--- src/rtl/instr_fetch_queue.sv ---
// Fetch front-end: issues one imem read per cycle under a credit limit and buffers
// returned {pc, instr} pairs in a small FIFO ahead of decode; EX redirects flush and refetch.
module instr_fetch_queue #(
  parameter int               PC_W     = 9,
  parameter int               INS_W    = 32,
  parameter int               DEPTH    = 4,
  parameter logic [PC_W-1:0]  RESET_PC = '0
) (
  input  logic                       clk,
  input  logic                       reset,
  input  logic                       redirect_valid,
  input  logic [PC_W-1:0]            redirect_pc,
  input  logic                       deq_ready,
  output logic                       imem_req,
  output logic [PC_W-1:0]            imem_addr,
  input  logic [INS_W-1:0]           imem_rdata,
  output logic                       out_valid,
  output logic [PC_W-1:0]            out_pc,
  output logic [INS_W-1:0]           out_instr,
  output logic [$clog2(DEPTH):0]     occupancy
);

  localparam int AW = $clog2(DEPTH);
  localparam int CW = AW + 1;
  localparam logic [CW:0] LIMIT = (CW+1)'(DEPTH);

  logic [PC_W-1:0]  fetch_pc_p0;
  logic             vld_p1;
  logic [PC_W-1:0]  pc_p1;

  logic [PC_W-1:0]  fifo_pc  [DEPTH];
  logic [INS_W-1:0] fifo_ins [DEPTH];
  logic [AW-1:0]    wr_ptr, rd_ptr;
  logic [CW-1:0]    count;

  logic [CW:0]      used;
  logic             do_wr, do_rd;

  // A word in flight already owns a slot, so credits count it; a same-cycle pop does not free one.
  assign used     = {1'b0, count} + {{CW{1'b0}}, vld_p1};
  assign imem_req = reset && !redirect_valid && (used < LIMIT);
  assign do_wr    = vld_p1 && !redirect_valid;
  assign do_rd    = (count != '0) && deq_ready && !redirect_valid;

  assign imem_addr = fetch_pc_p0;
  assign occupancy = count;
  assign out_valid = (count != '0);
  assign out_pc    = out_valid ? fifo_pc[rd_ptr]  : '0;
  assign out_instr = out_valid ? fifo_ins[rd_ptr] : '0;

  // Stage p0 -> p1: fetch PC issues a request, response returns next cycle
  always_ff @(posedge clk or negedge reset) begin
    if (!reset) begin
      fetch_pc_p0 <= RESET_PC;
      vld_p1      <= 1'b0;
    end else if (redirect_valid) begin
      fetch_pc_p0 <= {redirect_pc[PC_W-1:2], 2'b00};
      vld_p1      <= 1'b0;
    end else begin
      vld_p1 <= imem_req;
      if (imem_req)
        fetch_pc_p0 <= fetch_pc_p0 + PC_W'(4);
    end
  end

  always_ff @(posedge clk) begin
    if (imem_req)
      pc_p1 <= fetch_pc_p0;
  end

  // Stage p1 -> FIFO: returned word is written at the tail, readable from the next cycle
  always_ff @(posedge clk) begin
    if (do_wr) begin
      fifo_pc[wr_ptr]  <= pc_p1;
      fifo_ins[wr_ptr] <= imem_rdata;
    end
  end

  always_ff @(posedge clk or negedge reset) begin
    if (!reset) begin
      wr_ptr <= '0;
      rd_ptr <= '0;
      count  <= '0;
    end else if (redirect_valid) begin
      wr_ptr <= '0;
      rd_ptr <= '0;
      count  <= '0;
    end else begin
      if (do_wr) wr_ptr <= wr_ptr + AW'(1);
      if (do_rd) rd_ptr <= rd_ptr + AW'(1);
      case ({do_wr, do_rd})
        2'b10:   count <= count + CW'(1);
        2'b01:   count <= count - CW'(1);
        default: count <= count;
      endcase
    end
  end

endmodule
--- config.mk ---
export PLATFORM = sky130hd
export DESIGN_NAME = instr_fetch_queue
export DESIGN_NICKNAME = d
export VERILOG_FILES = /design/src/rtl/instr_fetch_queue.sv
export SDC_FILE = /design/constraint.sdc
export NUM_CORES = 1
export LEC_CHECK = 0
export CAP_MARGIN = 15
export CORE_MARGIN = 8
export CORE_UTILIZATION = 45
export DETAILED_ROUTE_END_ITERATION = 10
export PLACE_DENSITY = 0.68
export SYNTH_ARGS = -nofsm -noshare
export SYNTH_HDL_FRONTEND = slang
export SYNTH_SLANG_ARGS = --single-unit
--- constraint.sdc ---
create_clock -name clk -period 2.25 [get_ports clk]
set_input_delay 0.45 -clock clk [delete_from_list [all_inputs] [get_ports clk]]
set_output_delay 0.45 -clock clk [all_outputs]
set_load 0.03 [all_outputs]
==> results by group <==
Clock network
  – Root Driver: clkbuf_16
  – CTS tree: done
  – Cts bufs inserted: 17
  – Worst-Skew Late Latency: 0.42 ns
  – # hold bufs at CTS: 0
  – CTS Buffer Depth: 2
  – H-tree levels: 4
  – Clock sinks: 178
  – Clock-pin slew on the worst setup and hold paths: 0.06 ns

Worst setup path
  – CP required: 1.80 ns
  – Worst path arrival time: 1.93 ns
  – R2R cell count: 6
  – CP cell instances: buf_6, clkbuf_16, mux4_2, and2_4, buf_6
  – FF-to-FF End: occupancy[2]
  – Worst setup EP type: output port
  – R2r setup slk: 0.33 ns
  – Crit Path Max Fanout: 5
  – Origin of the critical flop-to-flop path: occupancy[2]
  – Most common cell on crit path: buf_6
  – CP peak stage delay: 0.49 ns
  – Critical path launch point: rd_ptr[0]
  – Crit Path Class: flop to output port
  – Critical Path End: out_instr[27]
  – Slowest cell on the critical path: mux4_2
  – Setup crit start kind: flop

Placed design
  – Hpwl dp: 8280 um
  – IO buf count: 93
  – Dpl ws: 0.0989 ns
  – Routability Congestion: 0.783

Layout
  – Nets@finish: 526
  – ANT cells: 0
  – Layout area overhead: 30.5%
  – Fillers: 1223
  – Layout cells sized above 1: 38.7%

Synthesis
  – Number of synthesized flops with an enable pin: 163
  – Yosys top cell area share: 68.1%
  – Synthesis-stage register bit count: 178
  – Number of library cell types mapped by synthesis: 38
  – Sequential share of the synthesized area: 73.4%
  – Leading area contributor after synthesis: edfxtp_1
  – Average size of a mapped cell: 20.5 um^2
  – Prevailing post-synth register cell: edfxtp_1
  – Most common cell in the netlist: edfxtp_1
  – Synth warn: 0
  – Post-Syn Area: 7180 um^2
  – Post-Synthesis Cells: 351
  – Top cells by count, synth: 163 x edfxtp_1, 44 x and2_1, 36 x mux4_1
  – Post-synth ARST share: 8.43%
  – Synth area leaders: edfxtp_1 68%, mux4_1 13%, dfrtp_1 5.2%, and2_1 3.8%, mux4_2 0.94%

STA
  – RSZ-0062 raised after global routing: yes
  – Post-route setup slack: -0.131 ns
  – Tmin final: 2.38 ns
  – Final setup vio count: 39
  – Fin crit share: 106%
  – Fin Hold WS: 0.455 ns
  – Final Hold Fails: 0
  – Highest Clock Rate: 0.420 GHz
  – Final Skew: 0.00565 ns
  – Slew Limit Fails: 0

Detailed routing
  – Routed length per instance: 20.0 um
  – Vias per cell: 5.16
  – Residual DRC: 0
  – Total length of routed wires: 14100 um
  – Iter 0 DRT Violations: 242
  – DR vias: 3636
  – Antenna Violating Nets Remaining: 0
  – DR pass1 iterations: 4

Hold path
  – Hold/Removal Path Class: input port to async pin

Floorplan
  – Die area: 20300 um^2
  – Top Ports: 100
  – Die Y: 142 um
  – Initial core utilization: 45.6%
  – Row count: 46
  – Core Area: 15800 um^2
  – Overall die width: 142 um

Status
  – Failing checks: negative setup slack
  – Status: finished with violations

Power and ir drop
  – Sw frac: 31.7%
  – Pwr per Cell Area: 1250 nW/um^2
  – Lkg Pwr: 3.22 nW
  – Clk network pwr share: 23.8%
  – Psw: 0.00372 W
  – Peak supply drop: 1.11 mV
  – Combinational Power Share: 42.8%
  – Flop pwr share: 33.4%
  – Internal Pwr Total: 0.00802 W

Job
  – MaxCap Viol Count: 0

Global routing
  – Pin count of the biggest net entering global routing: 42
  – Vias in the first global route: 3893
  – Initial antenna violation count: 0
  – GR Overflow Total: 0
  – Total track usage: 13.8%
  – Global-route wire length before repair: 20700 um
[final cells by class]
| cell class | instances | area [um^2] | share of cell area (%) |
|---|---|---|---|
| multi-input combinational | 151 | 1740 | 18.6 |
| timing repair buffer | 122 | 1500 | 16.0 |
| clock buffer | 18 | 429 | 4.58 |
| sequential | 178 | 5280 | 56.3 |
| inverter | 5 | 18.8 | 0.200 |
| clock inverter | 14 | 139 | 1.48 |
| tap | 216 | 270 | 2.88 |
[cells by family after synthesis]
group	share of synthesized area, %
adders and majority gates	1.15
xor gates and xnor gates	0.488
muxes	14.7
other	0.0522
DFF	73.4
buffers and inverters	2.07
AOI/OAI and AO/OA	1.62
and+or+nand+nor	6.60
[power groups by stage]
| stage | combinational [W] | sequential (W) | clock (W) |
|---|---|---|---|
| after floorplan | 0.00229 | 0.00402 | 0 |
| after global placement | 0.00389 | 0.00397 | 0 |
| after detailed placement | 0.00393 | 0.00399 | 0 |
| after CTS | 0.00439 | 0.00393 | 0.00285 |
| after global routing | 0.00530 | 0.00394 | 0.00297 |
| final | 0.00502 | 0.00392 | 0.00280 |
[flip-flops by register name (all words and copies together), names as in the netlist]
| register | flops |
|---|---|
| wr_ptr | 2 |
| pc_p1 | 7 |
| imem_addr | 7 |
| vld_p1 | 1 |
| fifo_ins | 128 |
| fifo_pc | 28 |
| rd_ptr | 2 |
| occupancy | 3 |
[metal layers]
metal | vias up | wire [um] | GRT usage (%)
met4 | 0 | 204 | 6.15
met5 | - | 0 | 0
met2 | 100 | 7090 | 23.1
met1 | 1883 | 6160 | 16.2
met3 | 16 | 646 | 4.06
li1 | 1637 | - | -
[worst max-delay path: cells and delay by family (launching register included)]
kind | cells | cell delay, ns
flip-flops | 1 | 0.39
buffers and inverters | 3 | 0.45
AND/OR/NAND/NOR | 1 | 0.17
multiplexers | 1 | 0.49
[cell usage in the layout, fill, tap and decap left out, types with 3 or more instances in the layout]
| cell | instances |
|---|---|
| edfxtp_1 | 163 |
| clkdlybuf4s50_1 | 52 |
| mux4_2 | 39 |
| and2_4 | 39 |
| buf_6 | 33 |
| clkbuf_16 | 21 |
| buf_12 | 20 |
| buf_4 | 12 |
| nor2_1 | 11 |
| dfrtp_1 | 11 |
| nand2_1 | 7 |
| ha_1 | 5 |
| inv_1 | 4 |
| and2_2 | 4 |
| mux2i_1 | 4 |
| nand3_1 | 4 |
| conb_1 | 4 |
| dfrtp_2 | 4 |
| nor3_1 | 3 |
| a221o_1 | 3 |
| and3_1 | 3 |
| a31oi_1 | 3 |
| clkinv_1 | 3 |
| clkinvlp_4 | 3 |
[stage by stage]
stage	std cells	TNS [ns]	cell area (um^2)	total power, W	util [%]
after floorplan	354	0	7200	0.00631	-
after global placement	662	0	8540	0.00786	54.1
after detailed placement	662	0	8540	0.00792	54.1
after CTS	695	-6.13	9180	0.0112	58.2
after global routing	704	-6.77	9370	0.0122	59.4
final	704	-4.07	9370	0.0117	59.4
[worst min-delay path by stage]
| stage | startpoint | endpoint | slack (ns) | cells after the start |
|---|---|---|---|---|
| final | reset | imem_addr[5] | 0.46 | 2 |
| after detailed placement | pc_p1[5] | fifo_pc[3][5] | 0.48 | 0 |
| after floorplan | reset | imem_addr[2] | 0.15 | 0 |
| after CTS | reset | imem_addr[7] | 0.43 | 2 |
| after global placement | pc_p1[5] | fifo_pc[0][5] | 0.46 | 0 |
| after global routing | reset | imem_addr[7] | 0.44 | 2 |
[what timing repair did]
| item | CTS | global route |
|---|---|---|
| setup endpoints to repair | 40 | 40 |
| setup buffers | 1 | 3 |
| cloned | 0 | 6 |
| resized for setup | 58 | 56 |
No activity file was read; power rests on OpenSTA's default activity.
==> RTL edit (same settings) <==
Change the parameter `INS_W` from 32 to 24.
--- a/src/rtl/instr_fetch_queue.sv
+++ b/src/rtl/instr_fetch_queue.sv
@@ -3,5 +3,5 @@
 module instr_fetch_queue #(
   parameter int               PC_W     = 9,
-  parameter int               INS_W    = 32,
+  parameter int               INS_W    = 24,
   parameter int               DEPTH    = 4,
   parameter logic [PC_W-1:0]  RESET_PC = '0
Ports: changed (resized imem_rdata and out_instr); port bits go from 100 to 84. The function was not compared with the original's and may differ.
==> RTL edit against the unedited design <==
  * The flow still finishes with violations (negative setup slack)
  * Sequential share of layout area fell by 1.2 points
  * Critical endpoint is now out_pc[2]
  * Power fell by 14%
  * Largest power group unchanged
  * Highest routed layer unchanged
  * Core utilization rose by 2.4 points
  * Sequential cell count fell by 32
  * Final area fell by 16%
  * Area after synthesis fell by 19%
  * Worst setup slack improved by 0.043 ns
  * Wire length fell by 20%
  * Clock power fell by 2%
  * Largest cell class unchanged
  * Non-clock buffer count fell by 20
==> RTL edit: results (changes against the unedited design) <==
- Synth Area in XOR/XNOR: 0.600% (+0.11 points)
- Top cells by area, synth: edfxtp_1 67%, mux4_2 12%, dfrtp_1 6.4%
- Post-DP HPWL: 7130 um (-14%)
- P_leak: 2.74 nW (-15%)
- Post-DR vias/cell: 5.22 (+1.1%)
- Post-route insts no fill: 592 (-16%)
- Violated checks: negative setup slack
- CP arrival: 1.89 ns (-0.04 ns)
- Share of layout cells above drive strength 1: 39.0% (+0.32 points)
- Final wirelength: 11300 um (-20%)
- Multi-input gate area: 1500 um2 (-14%)
- IO buf count: 77 (-17%)
- Initial drt markers: 234 (-3.3%)
- CTS H-tree lvls: 4 (unchanged)
- Most frequent cells after synthesis: 131 x edfxtp_1, 36 x and2_1, 31 x mux4_2
- Largest registers: fifo_ins x96, fifo_pc x28
- First-pass GRT wire length: 17300 um (-17%)
- Mux cell area share after synthesis: 12.6% (-2.0 points)
- Dominant combinational cell family by area after synthesis: multiplexers
- Post-Place Cell Area: 6940 um2 (-19%)
- Endpoints failing setup: 31 (-21%)
- Post-synth EDFFs: 131 (-20%)
- Vias in the first global route: 3279 (-16%)
- Mean post-synth cell area: 19.5 um2 (-4.8%)
- Met3 GRT Util: 4.77% (+0.71 points)
- Number of nets in the layout: 450 (-14%)
- Setup WS post-layout: -0.0880 ns (+0.0431 ns)
- Number of buffers created by CTS: 17 (unchanged)
- Sequential fraction of the synthesis area: 73.7% (+0.39 points)
- Synth warn: 0 (unchanged)
- Post-synthesis compound-gate area fraction: 1.99% (+0.37 points)
- Worst VDD drop: 0.644 mV (-42%)
- Synth cell types: 36 (-5.3%)
- Setup Skew: 0.00590 ns (+0.000250 ns)
- GR Util met2: 23.1% (about the same)
- Grt met1 use: 16.0% (-0.20 points)
- Post-synth top area share: 67.3% (-0.81 points)
- Gpl congestion: 0.792 (+1.2%)
- Clk Latency, worst-skew pair: 0.41 ns
- Initial antenna violation count: 0 (unchanged)
- All-layer global routing usage: 13.9% (+0.055 points)
- Filler cell count: 907 (-26%)
- Prevailing post-synth register cell: edfxtp_1
- Largest net degree at the start of global routing: 21 (-50%)
- Final TNS setup: -2.19 ns (+1.88 ns)
- Crit-path max FO: 6 (+1)
- Clk pin slew, worst setup/hold paths: 0.06 ns (about the same)
- Hold WC Path Type: primary input to async pin
- Post-synth ARST share: 10.3% (+1.8 points)
- Outcome: finished with violations
- Antenna cells: 0 (unchanged)
- Post-Synth Adder-Cell Area: 1.41% (+0.26 points)
- TritonRoute pass-1 iters: 4 (unchanged)
- Dpl cells: 554 (-16%)
- Delay of the slowest cell on the worst path: 0.49 ns (about the same)
-- RTL edit: cell types whose count changed in the layout (fill, tap and decap cells not counted), moves of 4 or more --
cell             before  now
mux4_2               39   31
buf_6                33   25
buf_4                12   16
clkdlybuf4s50_1      52   44
edfxtp_1            163  131
buf_12               20   14
and2_4               39   31
-- RTL edit: final cells by class --
cell class                 instances  share of cell area (%)
inverter                           5                   0.240
timing repair buffer             102                    15.3
clock inverter                    12                    1.69
clock buffer                      20                    5.83
sequential                       146                    55.1
multi-input combinational        135                    19.1
tap                              172                    2.75
-- RTL edit: stage by stage --
step           setup WS [ns]  hold slack, ns
2_1_floorplan          0.132           0.154
4_1_cts               -0.125           0.299
3_5_place_dp           0.115           0.510
3_3_place_gp           0.130           0.467
6_report             -0.0880           0.305
5_1_grt               -0.147           0.309
-- RTL edit: final timing paths --
path | endpoint | from | slack, ns | cells after the start
setup reg to reg | occupancy[2] | occupancy[2] | 0.32 | 6
hold reg to reg | fifo_pc[0][3] | pc_p1[3] | 0.52 | 0
max in group asynchronous | rd_ptr[0] | reset | 1.52 | 2
hold / removal | occupancy[0] | reset | 0.30 | 1
setup / recovery | out_pc[2] | rd_ptr[0] | -0.09 | 5
min in group clk | fifo_pc[0][3] | pc_p1[3] | 0.52 | 0
-- RTL edit: worst max-delay path, delay by kind of cell (launching register included) --
family | cells | cell delay, ns
multiplexers | 1 | 0.49
AND/OR/NAND/NOR | 1 | 0.18
buffers and inverters | 3 | 0.43
flip-flops | 1 | 0.37
-- RTL edit: what timing repair did --
item,in CTS,in global routing
setup endpoints to repair,31,31
cloned,0,4
resized for setup,38,23
hold endpoints to repair,0,0
buffers inserted,0,2
-- RTL edit: layer usage --
metal / up-vias / wire length [um]
li1: 1391 / -
met5: - / 0
met2: 89 / 5760
met3: 12 / 679
met1: 1598 / 4700
met4: 0 / 162
-- RTL edit: cell families after synthesis --
family                     Yosys count
other                                1
DFF                                146
xor gates and xnor gates             4
buffers and inverters               22
AOI/OAI and AO/OA                   13
and+or+nand+nor                     73
muxes                               35
adders and majority gates            6
-- RTL edit: report_power, final --
group	switching (mW)	internal [mW]
sequential	0.142	3.11
combinational	1.95	2.12
clock	1.05	1.69
total	3.14	6.92
